[src/rtl/ex_stage_pkg.sv]
// ---------------------------------------------------------------------------
// ex_stage_pkg
//   Shared definitions for the execute stage:
//   - one-hot bit indices of the ALU and multiply/divide opcode vectors
//   - field positions of the store/load type vectors
//   - EX->MEM / EX->ID bus widths
//   - divider FSM state encodings
//   - the registered EX payload struct
//   - small sign-fixup helper used by the divider
// ---------------------------------------------------------------------------
package ex_stage_pkg;

  // ALU one-hot: {add,sub,slt,sltu,and,nor,or,xor,sll,srl,sra,lui}
  localparam int ALU_OP_W = 12;
  localparam int ALU_ADD  = 11;
  localparam int ALU_SUB  = 10;
  localparam int ALU_SLT  = 9;
  localparam int ALU_SLTU = 8;
  localparam int ALU_AND  = 7;
  localparam int ALU_NOR  = 6;
  localparam int ALU_OR   = 5;
  localparam int ALU_XOR  = 4;
  localparam int ALU_SLL  = 3;
  localparam int ALU_SRL  = 2;
  localparam int ALU_SRA  = 1;
  localparam int ALU_LUI  = 0;

  // Multiply/divide one-hot: {mul_w,mulh_w,mulh_wu,div_w,mod_w,div_wu,mod_wu}
  localparam int MD_OP_W    = 7;
  localparam int MD_MUL_W   = 6;
  localparam int MD_MULH_W  = 5;
  localparam int MD_MULH_WU = 4;
  localparam int MD_DIV_W   = 3;
  localparam int MD_MOD_W   = 2;
  localparam int MD_DIV_WU  = 1;
  localparam int MD_MOD_WU  = 0;

  // Store type {st_w,st_h,st_b}
  localparam int ST_W_BIT = 2;
  localparam int ST_H_BIT = 1;
  localparam int ST_B_BIT = 0;

  // Load type {ld_w,ld_b,ld_h,ld_bu,ld_hu}
  localparam int LD_W_BIT  = 4;
  localparam int LD_B_BIT  = 3;
  localparam int LD_H_BIT  = 2;
  localparam int LD_BU_BIT = 1;
  localparam int LD_HU_BIT = 0;

  localparam int EX_RF_BUS_W  = 39;
  localparam int EX_FWD_BUS_W = 39;

  // Divider FSM encodings
  localparam logic [1:0] DIV_IDLE = 2'd0;
  localparam logic [1:0] DIV_BUSY = 2'd1;
  localparam logic [1:0] DIV_DONE = 2'd2;

  typedef struct packed {
    logic [31:0]         pc;
    logic [ALU_OP_W-1:0] alu_op;
    logic [MD_OP_W-1:0]  md_op;
    logic [31:0]         src1;
    logic [31:0]         src2;
    logic [31:0]         rkd;
    logic                res_from_mem;
    logic [2:0]          st_inst;
    logic [4:0]          ld_inst;
    logic                rf_we;
    logic [4:0]          rf_waddr;
  } ex_payload_t;

  // Two's-complement negate when neg is set.
  function automatic logic [31:0] neg_if(input logic [31:0] v, input logic neg);
    return neg ? (32'd0 - v) : v;
  endfunction

endpackage

[src/rtl/ex_divider.sv]
// ---------------------------------------------------------------------------
// ex_divider
//   Iterative restoring divider, one quotient bit per cycle.
//   Ports:
//     clk, resetn   clock, async active-low reset
//     start         begin a divide (sampled only in IDLE)
//     sign          signed operation (div_w / mod_w)
//     op1, op2      dividend, divisor (sampled on start)
//     ack           result consumed; DONE -> IDLE
//     quot, rem     sign-corrected quotient / remainder (valid in DONE)
//     done          FSM is in DONE
//     state         FSM state, exposed for observation
//   Divide by zero falls out of the restoring step naturally: every trial
//   subtraction succeeds, giving quotient all-ones and remainder = dividend.
// ---------------------------------------------------------------------------
module ex_divider
  import ex_stage_pkg::*;
#(
  parameter int DIV_ITERS = 32
) (
  input  logic        clk,
  input  logic        resetn,
  input  logic        start,
  input  logic        sign,
  input  logic [31:0] op1,
  input  logic [31:0] op2,
  input  logic        ack,
  output logic [31:0] quot,
  output logic [31:0] rem,
  output logic        done,
  output logic [1:0]  state
);

  localparam int CNT_W = $clog2(DIV_ITERS);
  localparam logic [CNT_W-1:0] CNT_LAST = CNT_W'(DIV_ITERS - 1);

  logic [CNT_W-1:0] cnt;
  logic [31:0]      q_r;   // dividend shifting out / quotient shifting in
  logic [31:0]      r_r;   // partial remainder
  logic [31:0]      d_r;   // divisor magnitude
  logic             neg_q;
  logic             neg_r;
  logic [32:0]      r_shift;
  logic [32:0]      diff;

  // Bit 32 of diff set means the trial subtraction went negative (restore).
  always_comb begin
    r_shift = {r_r, q_r[31]};
    diff    = r_shift - {1'b0, d_r};
  end

  always_ff @(posedge clk or negedge resetn) begin
    if (!resetn) begin
      state <= DIV_IDLE;
      cnt   <= '0;
      q_r   <= '0;
      r_r   <= '0;
      d_r   <= '0;
      neg_q <= 1'b0;
      neg_r <= 1'b0;
    end else begin
      case (state)
        DIV_IDLE: begin
          if (start) begin
            q_r   <= neg_if(op1, sign & op1[31]);
            d_r   <= neg_if(op2, sign & op2[31]);
            r_r   <= '0;
            cnt   <= '0;
            neg_q <= sign & (op1[31] ^ op2[31]);
            neg_r <= sign & op1[31];
            state <= DIV_BUSY;
          end
        end
        DIV_BUSY: begin
          if (diff[32]) begin
            r_r <= r_shift[31:0];
            q_r <= {q_r[30:0], 1'b0};
          end else begin
            r_r <= diff[31:0];
            q_r <= {q_r[30:0], 1'b1};
          end
          cnt <= cnt + CNT_W'(1);
          if (cnt == CNT_LAST) state <= DIV_DONE;
        end
        DIV_DONE: begin
          if (ack) state <= DIV_IDLE;
        end
        default: state <= DIV_IDLE;
      endcase
    end
  end

  // 0x80000000 / -1 needs no special case: |op1| = 0x80000000, quotient
  // magnitude 0x80000000, and its negation wraps back to 0x80000000.
  assign quot = neg_if(q_r, neg_q);
  assign rem  = neg_if(r_r, neg_r);
  assign done = (state == DIV_DONE);

endmodule

[src/rtl/ex_stage.sv]
// ---------------------------------------------------------------------------
// ex_stage
//   Execute stage of the 5-stage in-order LoongArch32 pipeline.
//   ALU, single-cycle multiply, iterative divide, data SRAM request issue and
//   the EX->MEM bundle.
//   Ports:
//     clk, resetn                 clock, async active-low reset
//     ID_EX_valid / EX_allowin    ID->EX handshake
//     ID_*                        decoded instruction payload from ID
//     MEM_allowin / EX_MEM_valid  EX->MEM handshake
//     EX_pc, EX_rf_bus,
//     EX_mem_ld_inst              EX->MEM bundle
//     EX_fwd_bus                  bypass/stall info back to ID
//     data_sram_*                 data SRAM request
//   Handshake: a stage transfers on a cycle where the sender's valid and the
//   receiver's allowin are both high at the clock edge; the sender holds its
//   payload until then. EX_allowin already folds in MEM_allowin, so EX only
//   advances when MEM can take the current instruction.
// ---------------------------------------------------------------------------
module ex_stage
  import ex_stage_pkg::*;
#(
  parameter int DIV_ITERS = 32
) (
  input  logic                    clk,
  input  logic                    resetn,
  input  logic                    ID_EX_valid,
  output logic                    EX_allowin,
  input  logic [31:0]             ID_pc,
  input  logic [ALU_OP_W-1:0]     ID_alu_op,
  input  logic [MD_OP_W-1:0]      ID_md_op,
  input  logic [31:0]             ID_alu_src1,
  input  logic [31:0]             ID_alu_src2,
  input  logic [31:0]             ID_rkd_value,
  input  logic                    ID_res_from_mem,
  input  logic [2:0]              ID_mem_st_inst,
  input  logic [4:0]              ID_mem_ld_inst,
  input  logic                    ID_rf_we,
  input  logic [4:0]              ID_rf_waddr,
  input  logic                    MEM_allowin,
  output logic                    EX_MEM_valid,
  output logic [31:0]             EX_pc,
  output logic [EX_RF_BUS_W-1:0]  EX_rf_bus,
  output logic [4:0]              EX_mem_ld_inst,
  output logic [EX_FWD_BUS_W-1:0] EX_fwd_bus,
  output logic                    data_sram_en,
  output logic [3:0]              data_sram_we,
  output logic [31:0]             data_sram_addr,
  output logic [31:0]             data_sram_wdata
);

  ex_payload_t pl;
  ex_payload_t pl_d;
  logic        ex_valid;
  logic        ex_ready_go;

  assign pl_d = '{pc: ID_pc, alu_op: ID_alu_op, md_op: ID_md_op,
                  src1: ID_alu_src1, src2: ID_alu_src2, rkd: ID_rkd_value,
                  res_from_mem: ID_res_from_mem, st_inst: ID_mem_st_inst,
                  ld_inst: ID_mem_ld_inst, rf_we: ID_rf_we,
                  rf_waddr: ID_rf_waddr};

  assign EX_allowin   = ~ex_valid | (ex_ready_go & MEM_allowin);
  assign EX_MEM_valid = ex_valid & ex_ready_go;

  always_ff @(posedge clk or negedge resetn) begin
    if (!resetn) begin
      ex_valid <= 1'b0;
      pl       <= '0;
    end else begin
      if (EX_allowin) ex_valid <= ID_EX_valid;
      if (ID_EX_valid && EX_allowin) pl <= pl_d;
    end
  end

  // ---------------- ALU ----------------
  logic [31:0] add_res;
  logic [31:0] alu_res;
  logic [4:0]  shamt;

  assign add_res = pl.src1 + pl.src2;
  assign shamt   = pl.src2[4:0];

  // Opcode is one-hot, so the selected terms can simply be OR-ed together.
  always_comb begin
    alu_res = '0;
    if (pl.alu_op[ALU_ADD])  alu_res = alu_res | add_res;
    if (pl.alu_op[ALU_SUB])  alu_res = alu_res | (pl.src1 - pl.src2);
    if (pl.alu_op[ALU_SLT])  alu_res = alu_res | {31'd0, $signed(pl.src1) < $signed(pl.src2)};
    if (pl.alu_op[ALU_SLTU]) alu_res = alu_res | {31'd0, pl.src1 < pl.src2};
    if (pl.alu_op[ALU_AND])  alu_res = alu_res | (pl.src1 & pl.src2);
    if (pl.alu_op[ALU_NOR])  alu_res = alu_res | ~(pl.src1 | pl.src2);
    if (pl.alu_op[ALU_OR])   alu_res = alu_res | (pl.src1 | pl.src2);
    if (pl.alu_op[ALU_XOR])  alu_res = alu_res | (pl.src1 ^ pl.src2);
    if (pl.alu_op[ALU_SLL])  alu_res = alu_res | (pl.src1 << shamt);
    if (pl.alu_op[ALU_SRL])  alu_res = alu_res | (pl.src1 >> shamt);
    if (pl.alu_op[ALU_SRA])  alu_res = alu_res | $unsigned($signed(pl.src1) >>> shamt);
    if (pl.alu_op[ALU_LUI])  alu_res = alu_res | pl.src2;
  end

  // ---------------- multiply ----------------
  // Sign-extending to 64 bits makes one unsigned multiplier serve both
  // mulh_w and mulh_wu; the low word is identical for either signedness.
  logic        is_mul;
  logic        mul_sgn;
  logic [63:0] mul_a;
  logic [63:0] mul_b;
  logic [63:0] prod;
  logic [31:0] mul_res;

  assign is_mul  = pl.md_op[MD_MUL_W] | pl.md_op[MD_MULH_W] | pl.md_op[MD_MULH_WU];
  assign mul_sgn = pl.md_op[MD_MULH_W];
  assign mul_a   = {{32{mul_sgn & pl.src1[31]}}, pl.src1};
  assign mul_b   = {{32{mul_sgn & pl.src2[31]}}, pl.src2};
  assign prod    = mul_a * mul_b;
  assign mul_res = pl.md_op[MD_MUL_W] ? prod[31:0] : prod[63:32];

  // ---------------- divide ----------------
  logic        is_div;
  logic        is_mod;
  logic        div_sgn;
  logic [31:0] div_quot;
  logic [31:0] div_rem;
  logic        div_done;
  logic [1:0]  div_state;

  assign is_div  = pl.md_op[MD_DIV_W] | pl.md_op[MD_MOD_W] |
                   pl.md_op[MD_DIV_WU] | pl.md_op[MD_MOD_WU];
  assign is_mod  = pl.md_op[MD_MOD_W] | pl.md_op[MD_MOD_WU];
  assign div_sgn = pl.md_op[MD_DIV_W] | pl.md_op[MD_MOD_W];

  ex_divider #(.DIV_ITERS(DIV_ITERS)) u_div (
    .clk    (clk),
    .resetn (resetn),
    .start  (ex_valid & is_div),
    .sign   (div_sgn),
    .op1    (pl.src1),
    .op2    (pl.src2),
    .ack    (ex_ready_go & MEM_allowin),
    .quot   (div_quot),
    .rem    (div_rem),
    .done   (div_done),
    .state  (div_state)
  );

  assign ex_ready_go = ~is_div | div_done;

  logic [31:0] ex_result;
  assign ex_result = is_div ? (is_mod ? div_rem : div_quot) :
                     is_mul ? mul_res : alu_res;

  // ---------------- data SRAM request ----------------
  // Fires only on the hand-off cycle so a stalled or dividing instruction
  // never issues a duplicate access.
  logic       mem_fire;
  logic [3:0] st_we;

  assign mem_fire = ex_valid & ex_ready_go & MEM_allowin &
                    (pl.res_from_mem | (|pl.st_inst));

  always_comb begin
    st_we = 4'h0;
    if (pl.st_inst[ST_W_BIT])      st_we = 4'hF;
    else if (pl.st_inst[ST_H_BIT]) st_we = 4'b0011 << {add_res[1], 1'b0};
    else if (pl.st_inst[ST_B_BIT]) st_we = 4'b0001 << add_res[1:0];
  end

  assign data_sram_en    = mem_fire;
  assign data_sram_we    = mem_fire ? st_we : 4'h0;
  assign data_sram_addr  = add_res;
  assign data_sram_wdata = pl.st_inst[ST_B_BIT] ? {4{pl.rkd[7:0]}}  :
                           pl.st_inst[ST_H_BIT] ? {2{pl.rkd[15:0]}} : pl.rkd;

  // ---------------- outputs ----------------
  assign EX_pc          = pl.pc;
  assign EX_mem_ld_inst = pl.ld_inst;
  assign EX_rf_bus      = {pl.res_from_mem, pl.rf_we, pl.rf_waddr, ex_result};
  assign EX_fwd_bus     = {pl.res_from_mem & ex_valid, pl.rf_we & ex_valid,
                           pl.rf_waddr, ex_result};

endmodule

[config.mk]
export PLATFORM = sky130hd
export DESIGN_NAME = ex_stage
export DESIGN_NICKNAME = d
export VERILOG_FILES = /design/src/rtl/ex_stage_pkg.sv /design/src/rtl/ex_divider.sv /design/src/rtl/ex_stage.sv
export SDC_FILE = /design/constraint.sdc
export NUM_CORES = 2
export LEC_CHECK = 0
export CAP_MARGIN = 20
export CORE_ASPECT_RATIO = 0.7
export CORE_MARGIN = 2
export CORE_UTILIZATION = 57
export CTS_CLUSTER_DIAMETER = 50
export CTS_CLUSTER_SIZE = 10
export DETAILED_ROUTE_END_ITERATION = 12
export PLACE_DENSITY_LB_ADDON = 0.1
export SLEW_MARGIN = 20
export SYNTH_ARGS = -nofsm -noshare
export SYNTH_HDL_FRONTEND = slang
export SYNTH_HIERARCHICAL = 1
export SYNTH_SLANG_ARGS = --single-unit
export TNS_END_PERCENT = 20
[constraint.sdc]
create_clock -name clk -period 11.7 [get_ports clk]
set_input_delay 2.925 -clock clk [delete_from_list [all_inputs] [get_ports clk]]
set_output_delay 2.925 -clock clk [all_outputs]
set_load 0.02 [all_outputs]
After elaboration in Yosys (flattened, before gate mapping)

Cells that the tools add are included.

Bits in registers: 268
Bits of input ports: 166
Output and inout bits: 186
Logic and storage cells: 125

Add/subtract/negate cells: 8
Multipliers: 1
$lt $le $gt $ge: 2
Equal/unequal tests: 6
Shifts and indexed selects: 5
Mux-type cells: 38
Bitwise operators: 39
Reduce and logical (&&, ||, !) cells: 7

Operators by type and width:

| kind                  | number |
|---|---|
| $mux 32               | 25 |
| $or 32x32->32         | 10 |
| $pmux 32 s2           | 2 |
| $sub 1x32->32 const A | 4 |
| $lt 32x32->1          | 2 |
| $mul 33x33->64        | 1 |
| $or 32x1->32          | 2 |
| $sub 33x32->33        | 1 |
| $add 32x32->32        | 1 |
| $and 32x32->32        | 1 |
| $not 32->32           | 1 |
| $shl 32x5->32         | 1 |
| $shr 32x5->32         | 1 |
| $sshr 32x5->32        | 1 |
| $sub 32x32->32        | 1 |
| $xor 32x32->32        | 1 |
| $mux 4                | 4 |
| $and 1x1->1           | 12 |
| $pmux 5 s2            | 1 |
| $or 1x1->1            | 9 |
| $mux 2                | 3 |
| $ne 2x1->1 const B    | 3 |
| $pmux 2 s3            | 1 |
| $add 5x1->5 const B   | 1 |
| 15 further kinds      | 17 |

Logic depth before layout (Yosys ltp)

Depth in word-level cells: 26
Depth in mapped cells: 36
Mapped depth without buffers: 29

By module

Netlist, hierarchy kept.

By module, submodules not included:

| module     | instances | cells an instance | area an instance (um^2) | seq. area each (um^2) |
|---|---|---|---|---|
| ex_stage   | 1         | 6257              | 53941.7                 | 4078.9 |
| ex_divider | 1         | 1058              | 8582.0                  | 2627.5 |

Least setup slack after synthesis

Ideal clock, no wire load.

Path type: register to output
Start point: register pl (netlist bit mul_b[2])
End point: output port EX_rf_bus[26]
Arrival: 9427 ps
Required time: 8775 ps
Setup slack: -652 ps
Cell stages (with the launch flop): 35
Cell sequence: dfrtp_1 -> clkbuf_1 -> inv_1 -> buf_2 -> buf_1 -> clkbuf_1 -> buf_1 -> nor2_1 -> fa_1 -> inv_1 -> fa_1 -> inv_1 -> fa_1 -> inv_1 -> fa_1 -> fa_1 -> inv_1 -> fa_1 -> fa_1 -> inv_1 -> fa_1 -> inv_1 -> ha_1 -> clkbuf_1 -> a211oi_1 -> o21ai_1 -> a221o_1 -> or3_1 -> o2111ai_1 -> a211oi_1 -> o31ai_1 -> xnor2_1 -> nand2_1 -> a221oi_1 -> buf_4

Longest elaborated chain between the ends: 26
Elaborated cells between the ends (all ways): 32
Classes of those cells: 2 x add/sub; 1 x mul; 3 x shift; 15 x mux; 11 x bitwise

Ends and longest elaborated chain:

| what                   | line            | text |
|---|---|---|
| start, declared        | ex_stage.sv:52  | `ex_payload_t pl;` |
| start signal, assigned | ex_stage.sv:72  | `if (ID_EX_valid && EX_allowin) pl <= pl_d;` |
| $add 32x32->32         | ex_stage.sv:81  | `assign add_res = pl.src1 + pl.src2;` |
| $mux 32                | ex_stage.sv:87  | `if (pl.alu_op[ALU_ADD]) alu_res = alu_res \| add_res;` |
| $or 32x32->32          | ex_stage.sv:88  | `if (pl.alu_op[ALU_SUB]) alu_res = alu_res \| (pl.src1 - pl.src2);` |
| $mux 32                | ex_stage.sv:88  |  |
| $or 32x1->32           | ex_stage.sv:89  | `if (pl.alu_op[ALU_SLT]) alu_res = alu_res \| {31'd0, $signed(pl.src1) < $signed(pl.src2)};` |
| $mux 32                | ex_stage.sv:89  |  |
| $or 32x1->32           | ex_stage.sv:90  | `if (pl.alu_op[ALU_SLTU]) alu_res = alu_res \| {31'd0, pl.src1 < pl.src2};` |
| $mux 32                | ex_stage.sv:90  |  |
| [10 not listed]        | n/a             |  |
| $or 32x32->32          | ex_stage.sv:96  | `if (pl.alu_op[ALU_SRL]) alu_res = alu_res \| (pl.src1 >> shamt);` |
| $mux 32                | ex_stage.sv:96  |  |
| $or 32x32->32          | ex_stage.sv:97  | `if (pl.alu_op[ALU_SRA]) alu_res = alu_res \| $unsigned($signed(pl.src1) >>> shamt);` |
| $mux 32                | ex_stage.sv:97  |  |
| $or 32x32->32          | ex_stage.sv:98  | `if (pl.alu_op[ALU_LUI]) alu_res = alu_res \| pl.src2;` |
| $mux 32                | ex_stage.sv:98  |  |
| $mux 32 *              | ex_stage.sv:150 | `is_mul ? mul_res : alu_res;` |
| $mux 32 *              | ex_stage.sv:149 | `assign ex_result = is_div ? (is_mod ? div_rem : div_quot) :` |
| end, declared          | ex_stage.sv:43  | `output logic [EX_RF_BUS_W-1:0] EX_rf_bus,` |

Every way passes the cells marked *; elsewhere a longest branch is shown, timed or not.

Worst setup path after layout

Start point: register pl (netlist bit mul_a[9])
End point: output port EX_rf_bus[28]

The elaborated chain is that of the path after synthesis.

==> flow_summary_export.csv <==
group,metric,value,unit
setup_path,worstPathArrival,8.94,ns
clock_network,clock_sink_count,268,
setup_path,reg2reg_setup_slack,7.23,ns
worst_hold_path,hold_end,"u_div/d_r[21]",
worst_hold_path,worstHoldStart,"u_div/d_r[21]",
setup_path,path_class,"flop to output port",
timing,max_slew_margin,16.1,%
timing,fmax,84.2,MHz
synth,postSynthCellCount,7315,
synth,yosysTopAreaCell,"fa_1",
timing,hold_viol,0,
clock_network,cts_made_buffers,47,
timing,rsz0062_at_grt,"yes",
worst_hold_path,whs_path_depth,2,
setup_path,required,8.78,ns
finish,nFillCells,8265,
synth,synthArstFlopShare,100,%
setup_path,rr_worst_depth,10,
clock_network,clk_pin_slew,0.06,ns
setup_path,crit_buf_inv,11,
setup_path,startpoint_type,"flop",
timing,setup_viol,40,
setup_path,critPathMaxFanout,6,
global_routing,overflow,0,
setup_path,critPathTopFamily,"adder cells",
timing,fin_crit,11.87,ns
setup_path,regToRegStartpoint,"mul_b[4]",
synth,avgSynthCellArea,8.55,µm²
worst_hold_path,hold_path_class,"flop to flop",
setup_path,max_stage_delay,0.57,ns
placed_design,place_congestion,1.10,
synth,netlist_area,62500,µm²
finish,layout.nets,9490,
synth,syn-num-nets,8956,
die,rows,101,
synth,yosys.cell_types.count,89,
placed_design,placed_cell_area,70600,µm²
global_routing,grt_max_degree,113,
synth,ys_seq_elements,268,
clock_network,h-tree-depth,2,
clock_network,clock_latency,0.66,ns
die,start_util,57.6,%
synth,synth_ff_type,"dfrtp_1",
synth,synth-edff-count,0,
timing,tightest_slew,1.26,ns
outcome,failed_checks,"setup timing",
setup_path,r2r_end,"u_div/d_r[29]",
drt,wirelength,290000,µm
drt,wl_per_cell,31.1,µm
drt,ant_nets,0,
run,max-cap-violations,0,
setup_path,slowest_stage,"fa_1",
die,num_io_pins,352,
clock_network,hold_buffers,0,
drt,dr.pass1.iters,8,
timing,slew_viol_final,0,
finish,drive_gt1_share,15.5,%
die,core,109000,µm²
global_routing,grt_use_total,50.8,%
drt,drcViolationCount,0,
global_routing,grt_pass1_vias,59900,
placed_design,dp_hpwl,229000,µm
placed_design,io_buffer_count,351,
clock_network,cts_tree,"done",
die,die_y,281,µm
synth,synth_warnings,6,
timing,period_share,101,%
die,die_width,400,µm
global_routing,antenna_found_initial,14,
synth,ys_top_cells_by_area,"fa_1, dfrtp_1, inv_1, ha_1, nand2_1",
drt,vias_per_cell,6.45,
drt,vias,60100,
global_routing,grt_pass1_wl,410000,µm
finish,syn_to_final_growth,19.4,%
timing,fin_skew,0.0574,ns
outcome,status,"finished, violations left",
synth,yosysTopAreaCellShare,36.1,%
die,die-area,112000,µm²
setup_path,end_kind,"output port",
drt,initialDrtViolationCount,8868,
clock_network,root_buffer,"clkbuf_16",
setup_path,cpMostUsedCell,"fa_1",
finish,finalInstanceArea,74600,µm²
timing,layout_setup_ws,-0.169,ns
synth,ys_seq_area_share,10.7,%
clock_network,cts_buffer_depth,3,
==> worst reg2reg max path, cell delays in order (launching register included) <==
cell	delay, ns
dfrtp_4	0.59
buf_4	0.20
buf_4	0.19
nor4_1	0.97
nand4_1	0.66
nor3_1	0.64
and2_1	0.35
nand3b_1	0.16
o41ai_1	0.34
xor2_1	0.17
o21ai_0	0.09
==> registers in the layout (all words and copies together), names as in the netlist, 2 cells and up <==
name,count
pl,53
EX_pc,32
mul_a,32
mul_b,32
u_div/d_r,32
u_div/q_r,32
u_div/r_r,32
EX_fwd_bus,5
EX_mem_ld_inst,5
u_div/cnt,5
EX_rf_bus,2
u_div/state,2
==> worst max-delay path by stage <==
| stage | startpoint | to | cells past startpoint |
|---|---|---|---|
| 2_1_floorplan | mul_b[2] | EX_rf_bus[26] | 32 |
| 3_3_place_gp | mul_a[9] | EX_fwd_bus[15] | 29 |
| 3_5_place_dp | mul_a[12] | EX_rf_bus[15] | 30 |
| 4_1_cts | mul_a[31] | EX_fwd_bus[25] | 29 |
| 5_1_grt | mul_b[0] | EX_rf_bus[0] | 28 |
| 6_report | mul_a[9] | EX_rf_bus[28] | 31 |
==> Yosys cell counts (all sizes together), types with 23 or more instances <==
master	number
fa	1128
a31oi	32
o22ai	23
nand4	33
a222oi	29
a21o	53
clkbuf	313
mux4	40
a22oi	34
xor2	61
o31ai	45
mux2	110
xnor2	197
nor4	23
a211oi	40
nand3	80
o21ai	377
a221oi	31
inv	1288
nand2	1129
o211ai	28
ha	347
nor2	551
and2	24
o21bai	26
and3	44
buf	217
mux2i	127
nor3	55
a21oi	243
dfrtp	268
nand2b	29
==> repair_timing <==
item | in CTS | in global routing
endpoints found under the setup margin | 64 | 64
resized for setup | 339 | 218
setup buffers | 52 | 64
cloned | 3 | 3
pin swaps | 51 | 111
==> per-layer routing <==
layer / GRT usage [%] / routed length [µm] / vias up
met5: 3.01 / 939 / -
met4: 26.5 / 19400 / 28
met3: 23.9 / 50900 / 1052
met2: 66.5 / 111000 / 5125
met1: 69.1 / 107000 / 29800
li1: - / - / 24200
==> layout make-up <==
cell class                 count  area, µm²  share of cell area [%]
multi-input combinational   5207      49800                    66.7
inverter                    1310       4990                    6.68
antenna                        5       12.5                  0.0168
tap                         1442       1800                    2.42
clock buffer                  56       1230                    1.65
clock inverter                19        353                   0.473
sequential                   268       6750                    9.05
timing repair buffer        1015       9730                    13.0
==> logic make-up after synthesis <==
logic type	after synthesis	synth area share [%]
flip-flops	268	10.7
adder cells (fa/ha/maj)	1475	43.1
XOR/XNOR	258	3.61
AO/OA/AOI/OAI	1134	11.7
multiplexers	277	5.46
buffers and inverters	1840	11.7
AND/OR/NAND/NOR	2063	13.8
==> cells in the final DEF, fill, tap and decap left out, drive strengths merged, types with 20 or more instances in the layout <==
master,synthesis,routed
a21oi,243,243
dfrtp,268,268
nor4,23,23
buf,217,688
a211oi,40,40
mux2i,127,127
o41ai,21,21
o211ai,28,28
or3,22,22
inv,1288,1276
o22ai,23,23
mux2,110,110
nand4,33,33
clkinv,22,27
a21o,53,53
nand2b,29,29
fa,1128,1128
a221oi,31,31
o21bai,26,26
mux4,40,40
clkdlybuf4s50,0,289
xnor2,197,197
o31ai,45,45
a222oi,29,29
o2111ai,20,20
a31oi,32,32
nand2,1129,1129
a22oi,34,34
clkbuf,313,66
and2,24,24
nor2,551,551
ha,347,347
nor3,55,55
nand3,80,80
and3,44,44
xor2,61,61
o21ai,377,377
==> stage by stage <==
stage | std cells | setup WS, ns | hold slack, ns | TNS, ns | utilization (%)
finish | 9322 | -0.169 | 0.485 | -2.03 | 68.8
global route | 9321 | -0.257 | 0.512 | -9.41 | 68.8
CTS | 9254 | -0.203 | 0.484 | -1.21 | 67.5
detailed placement | 9124 | -0.466 | 0.471 | -6.29 | 65.0
global placement | 9124 | -0.589 | 0.465 | -4.42 | 65.0
floorplan | 7315 | -0.0950 | 0.449 | -0.217 | -
Power is not shown: default switching activity piles up to over one toggle a cycle in this logic, so the estimate is an artifact.
